--- config.mk ---
export PLATFORM = sky130hd
export DESIGN_NAME = spm_port_arbiter
export DESIGN_NICKNAME = d
export VERILOG_FILES = /design/src/rtl/spm_port_arbiter_pkg.sv /design/src/rtl/spm_port_arbiter.sv
export SDC_FILE = /design/constraint.sdc
export NUM_CORES = 1
export LEC_CHECK = 0
export ABC_AREA = 1
export BUFFER_PORTS_ARGS = -buffer_cell sky130_fd_sc_hd__buf_2
export CORE_AREA = 2 2 126 128
export DETAILED_ROUTE_END_ITERATION = 8
export DIE_AREA = 0 0 128 130
export GPL_ROUTABILITY_DRIVEN = 0
export GPL_TIMING_DRIVEN = 0
export PLACE_DENSITY = 0.4
export SLEW_MARGIN = 15
export SYNTH_ARGS = -nofsm -noshare
export SYNTH_HDL_FRONTEND = slang
export SYNTH_SLANG_ARGS = --single-unit
--- constraint.sdc ---
create_clock -name clk -period 1.9 [get_ports clk]
set_input_delay 0.095 -clock clk [delete_from_list [all_inputs] [get_ports clk]]
set_output_delay 0.095 -clock clk [all_outputs]
set_load 0.03 [all_outputs]
--- src/rtl/spm_port_arbiter_pkg.sv ---
// Shared encodings for the scratchpad port arbiter: bus direction, read-owner tags
// and the default fetch starvation limit.
package spm_port_arbiter_pkg;

    localparam logic READ  = 1'b1;
    localparam logic WRITE = 1'b0;

    localparam int STARVE_MAX_DEF = 4;

    typedef enum logic [1:0] {
        OWN_NONE = 2'd0,
        OWN_IF   = 2'd1,
        OWN_MEM  = 2'd2
    } owner_e;

endpackage

--- src/rtl/spm_port_arbiter.sv ---
// Single-port scratchpad arbiter for fetch, load/store and boot loader.
// Handshake: a requester holds its active-low strobe and its fields until its *_rdy is high in that cycle.
module spm_port_arbiter
    import spm_port_arbiter_pkg::*;
#(
    parameter int ADDR_W     = 30,
    parameter int DATA_W     = 32,
    parameter int STARVE_MAX = STARVE_MAX_DEF
) (
    input  logic              clk,
    input  logic              reset,
    input  logic              if_as_,
    input  logic [ADDR_W-1:0] if_addr,
    output logic              if_rdy,
    output logic              if_rd_valid,
    output logic [DATA_W-1:0] if_rd_data,
    input  logic              mem_as_,
    input  logic              mem_rw,
    input  logic [ADDR_W-1:0] mem_addr,
    input  logic [DATA_W-1:0] mem_wr_data,
    output logic              mem_rdy,
    output logic              mem_rd_valid,
    output logic [DATA_W-1:0] mem_rd_data,
    input  logic              ldr_as_,
    input  logic [ADDR_W-1:0] ldr_addr,
    input  logic [DATA_W-1:0] ldr_wr_data,
    output logic              ldr_rdy,
    output logic              spm_as_,
    output logic              spm_rw,
    output logic [ADDR_W-1:0] spm_addr,
    output logic [DATA_W-1:0] spm_wr_data,
    input  logic [DATA_W-1:0] spm_rd_data
);

    localparam int CNT_W = $clog2(STARVE_MAX + 1);
    localparam logic [CNT_W-1:0] CNT_MAX = CNT_W'(STARVE_MAX);

    owner_e            owner_q, owner_d;
    logic [CNT_W-1:0]  starve_cnt_q, starve_cnt_d;
    logic              promote;

    always_comb begin
        if_rdy       = 1'b0;
        mem_rdy      = 1'b0;
        ldr_rdy      = 1'b0;
        spm_as_      = 1'b1;
        spm_rw       = READ;
        spm_addr     = '0;
        spm_wr_data  = '0;
        owner_d      = OWN_NONE;
        starve_cnt_d = '0;
        promote      = (starve_cnt_q == CNT_MAX);

        // Starved fetch only jumps over mem; the loader always wins.
        if (!reset) begin
            if (!ldr_as_)                  ldr_rdy = 1'b1;
            else if (promote && !if_as_)   if_rdy  = 1'b1;
            else if (!mem_as_)             mem_rdy = 1'b1;
            else if (!if_as_)              if_rdy  = 1'b1;
        end

        if (ldr_rdy) begin
            spm_as_     = 1'b0;
            spm_rw      = WRITE;
            spm_addr    = ldr_addr;
            spm_wr_data = ldr_wr_data;
        end else if (mem_rdy) begin
            spm_as_     = 1'b0;
            spm_rw      = mem_rw;
            spm_addr    = mem_addr;
            spm_wr_data = mem_wr_data;
            if (mem_rw == READ) owner_d = OWN_MEM;
        end else if (if_rdy) begin
            spm_as_     = 1'b0;
            spm_rw      = READ;
            spm_addr    = if_addr;
            owner_d     = OWN_IF;
        end

        if (!if_as_ && !if_rdy)
            starve_cnt_d = (starve_cnt_q == CNT_MAX) ? starve_cnt_q : starve_cnt_q + 1'b1;
    end

    always_ff @(posedge clk or posedge reset) begin
        if (reset) begin
            owner_q      <= OWN_NONE;
            starve_cnt_q <= '0;
        end else begin
            owner_q      <= owner_d;
            starve_cnt_q <= starve_cnt_d;
        end
    end

    assign if_rd_valid  = (owner_q == OWN_IF)  && !reset;
    assign mem_rd_valid = (owner_q == OWN_MEM) && !reset;
    assign if_rd_data   = spm_rd_data;
    assign mem_rd_data  = spm_rd_data;

endmodule
==> qor.csv <==
stage,metric,value,unit
run_status,status,"complete, no violations",
sta,drv_slew,0,
global_routing,antenna_found_initial,0,
floorplan,pin_count,325,
clock_tree,cts_buffer_depth,2,
routing,vias,3102,
clock_tree,cts_root_buf,clkbuf_16,
routing,drt_wl_total,9700,um
floorplan,dieWidth,128,um
sta,setup_viol,0,
cells_and_area,instances_no_fill,835,
cells_and_area,layout-area-overhead-vs-synth,104,%
global_routing,grt_pass1_wl,13800,um
cells_and_area,nFillCells,1860,
global_routing,grt_pass1_vias,2839,
job,drv_cap,0,
worst_setup_path,worstPathArrival,1.73,ns
global_routing,grt_max_degree,11,
logic_synthesis,synth-compound-area-share,0.539,%
cells_and_area,final_common_cell,buf_2,
routing,drtIter0Drc,43,
cells_and_area,antennaDiodeCount,0,
floorplan,initial_core_util,12.0,%
routing,drcViolationCount,0,
sta,tightestPinTransition,0.298,ns
cells_and_area,layout_common_cells,"buf_2, nand2_1, buf_4",
worst_setup_path,crit_family,buffers and inverters,
cells_and_area,drive_gt1_share,61.0,%
clock_tree,clock-sinks,5,
sta,fin_tns_setup,0,ns
power,intPower,0.000831,W
floorplan,die_y,130,um
sta,fin_skew,0.000538,ns
logic_synthesis,ys_seq_area_share,6.74,%
logic_synthesis,post_synth_inst_count,343,
cells_and_area,final_nets,838,
cells_and_area,stdcell_area,3780,um^2
routing,vias_per_cell,3.71,
power,p_sw_share,46.4,%
worst_setup_path,worstPathCellList,inv_1 -> ha_2 -> nand3_2 -> nand3_4 -> clkinv_8 -> buf_6 -> nand2_1 -> nand3_1 -> buf_4,
cells_and_area,register_area,125,um^2
worst_setup_path,end_kind,output port,
logic_synthesis,synth-xor-area-share,0.472,%
sta,post-route-period-util,96.2,%
floorplan,row_count,46,
logic_synthesis,synth_top_family_by_area,simple AND/OR/NAND/NOR gates,
placed_design,portBuffers,292,
global_routing,overflow,0,
floorplan,core,15400,um^2
power,pwr-share-seq,8.7,%
sta,fin_crit,1.83,ns
worst_setup_path,critPathKind,reg -> out,
floorplan,die-area,16600,um^2
logic_synthesis,yosysWarnings,0,
worst_setup_path,crit_path_max_incr_delay,0.39,ns
worst_hold_path,min_path_type,in -> reg,
power,p_comb_share,69.0,%
power,p_per_area,410,nW/um^2
logic_synthesis,syn-num-nets,537,
worst_setup_path,worst-path-buf-inv,4,
worst_setup_path,startpoint_type,flip-flop,
sta,maxClockFrequency,0.547,GHz
logic_synthesis,synth.distinct_cells,18,
cells_and_area,multi_input_area,1070,um^2
placed_design,dp.cells,827,
clock_tree,h-tree-depth,1,
clock_tree,clk_pin_slew,0.03,ns
clock_tree,cts_made_buffers,3,
routing,wl_per_cell,11.6,um
worst_setup_path,cp_max_fo,10,
logic_synthesis,netlist_area,1860,um^2
sta,slew_headroom,80.0,%
power,power_frac_clock,22.4,%
logic_synthesis,yosys_register_bits,5,
power,vdd_drop_max,214,uV
clock_tree,cts_tree,built,
placed_design,dpl_cell_area,3560,um^2
logic_synthesis,synth-adder-area-share,1.35,%
sta,hold_slack,0.113,ns
worst_setup_path,required,1.80,ns
worst_setup_path,slowest_stage,dfrtp_1,
logic_synthesis,synthSimpleGateAreaFrac,53.6,%
sta,finalHoldViolations,0,
routing,drt_first_pass_iters,4,
logic_synthesis,synth_mux_area_share,0,%
power,leakage,2.42,nW
power,switchingPower,0.000720,W
clock_tree,clock_latency,0.23,ns
routing,ant_nets,0,
logic_synthesis,synth.avg_cell_area,5.41,um^2
placed_design,hpwlAfterDp,8400,um
global_routing,grtUsageTotal,10.2,%
[metal layers]
metal / up-vias / GRT usage, % / routed length, um
met5: - / 0 / 0
met4: 0 / 1.42 / 52
li1: 1611 / - / -
met2: 182 / 21.4 / 5320
met1: 1302 / 11.0 / 3560
met3: 7 / 1.27 / 772
[path summary, 6_finish.rpt]
path / start / end / slack, ns / cells past startpoint
min in group asynchronous: reset / owner_q[1] / 0.39 / 3
setup reg to reg: starve_cnt_q[0] / starve_cnt_q[1] / 0.62 / 7
hold / removal: mem_rw / owner_q[1] / 0.11 / 3
max in group asynchronous: reset / starve_cnt_q[2] / 1.30 / 3
hold reg to reg: starve_cnt_q[0] / starve_cnt_q[0] / 0.52 / 2
setup / recovery: starve_cnt_q[0] / spm_addr[11] / 0.07 / 9
[repair_timing]
item	CTS	global route
resized for setup	10	19
setup endpoints to repair	34	64
pin swaps	0	0
buffers inserted	1	1
hold endpoints to repair	5	0
gates cloned	0	1
hold buffers	1	0
[area by class of cell]
cell class	count	area share (%)
inverters	12	1.52
flip-flops and latches	5	3.31
well taps	192	6.36
plain buffers	82	17.8
clock buffers	4	2.09
repair buffers	296	40.5
multi-input cells	244	28.4
[cells in the mapped netlist (all sizes together)]
cell type	instances	area, um^2
a21oi	1	5.00
nor2	6	30.0
nand4	2	12.5
dfrtp	5	125
buf	82	646
xnor2	1	8.76
inv	12	47.6
nand3	63	320
nand2	167	627
ha	2	25.0
o21ai	1	5.00
nor3	1	5.00
[tightest hold or removal path, delay by kind of cell]
kind	cells	cell delay (ns)
simple gates	1	0.04
buf+inv	2	0.16
[cells by family (layout without fill, tap and decap cells)]
family / Yosys count / in the layout
flops: 5 / 5
xor+xnor: 1 / 1
fa+ha+maj: 2 / 2
simple gates: 239 / 239
compound gates: 2 / 2
buf+inv: 94 / 394
[metrics by stage]
stage                     worst slack, ns  total power (W)  utilization, %
after floorplan                     0.251         0.000795               -
after detailed placement           0.0456          0.00117            23.1
after global routing             -0.00765          0.00166            24.5
after CTS                        0.000683          0.00154            23.9
final                              0.0714          0.00155            24.5
after global placement             0.0490          0.00118            23.1
[power by group through the flow]
stage          logic [W]  clock network, W  registers (W)
3_3_place_gp     0.00104                 0       0.000135
4_1_cts          0.00106          0.000349       0.000134
3_5_place_dp     0.00104                 0       0.000135
6_report         0.00107          0.000347       0.000135
5_1_grt          0.00116          0.000361       0.000136
2_1_floorplan   0.000664                 0       0.000131
[state kept, by name, indices dropped and copies added (netlist names)]
signal        count
owner_q           2
starve_cnt_q      3
Power figures use the tool's default switching activity.
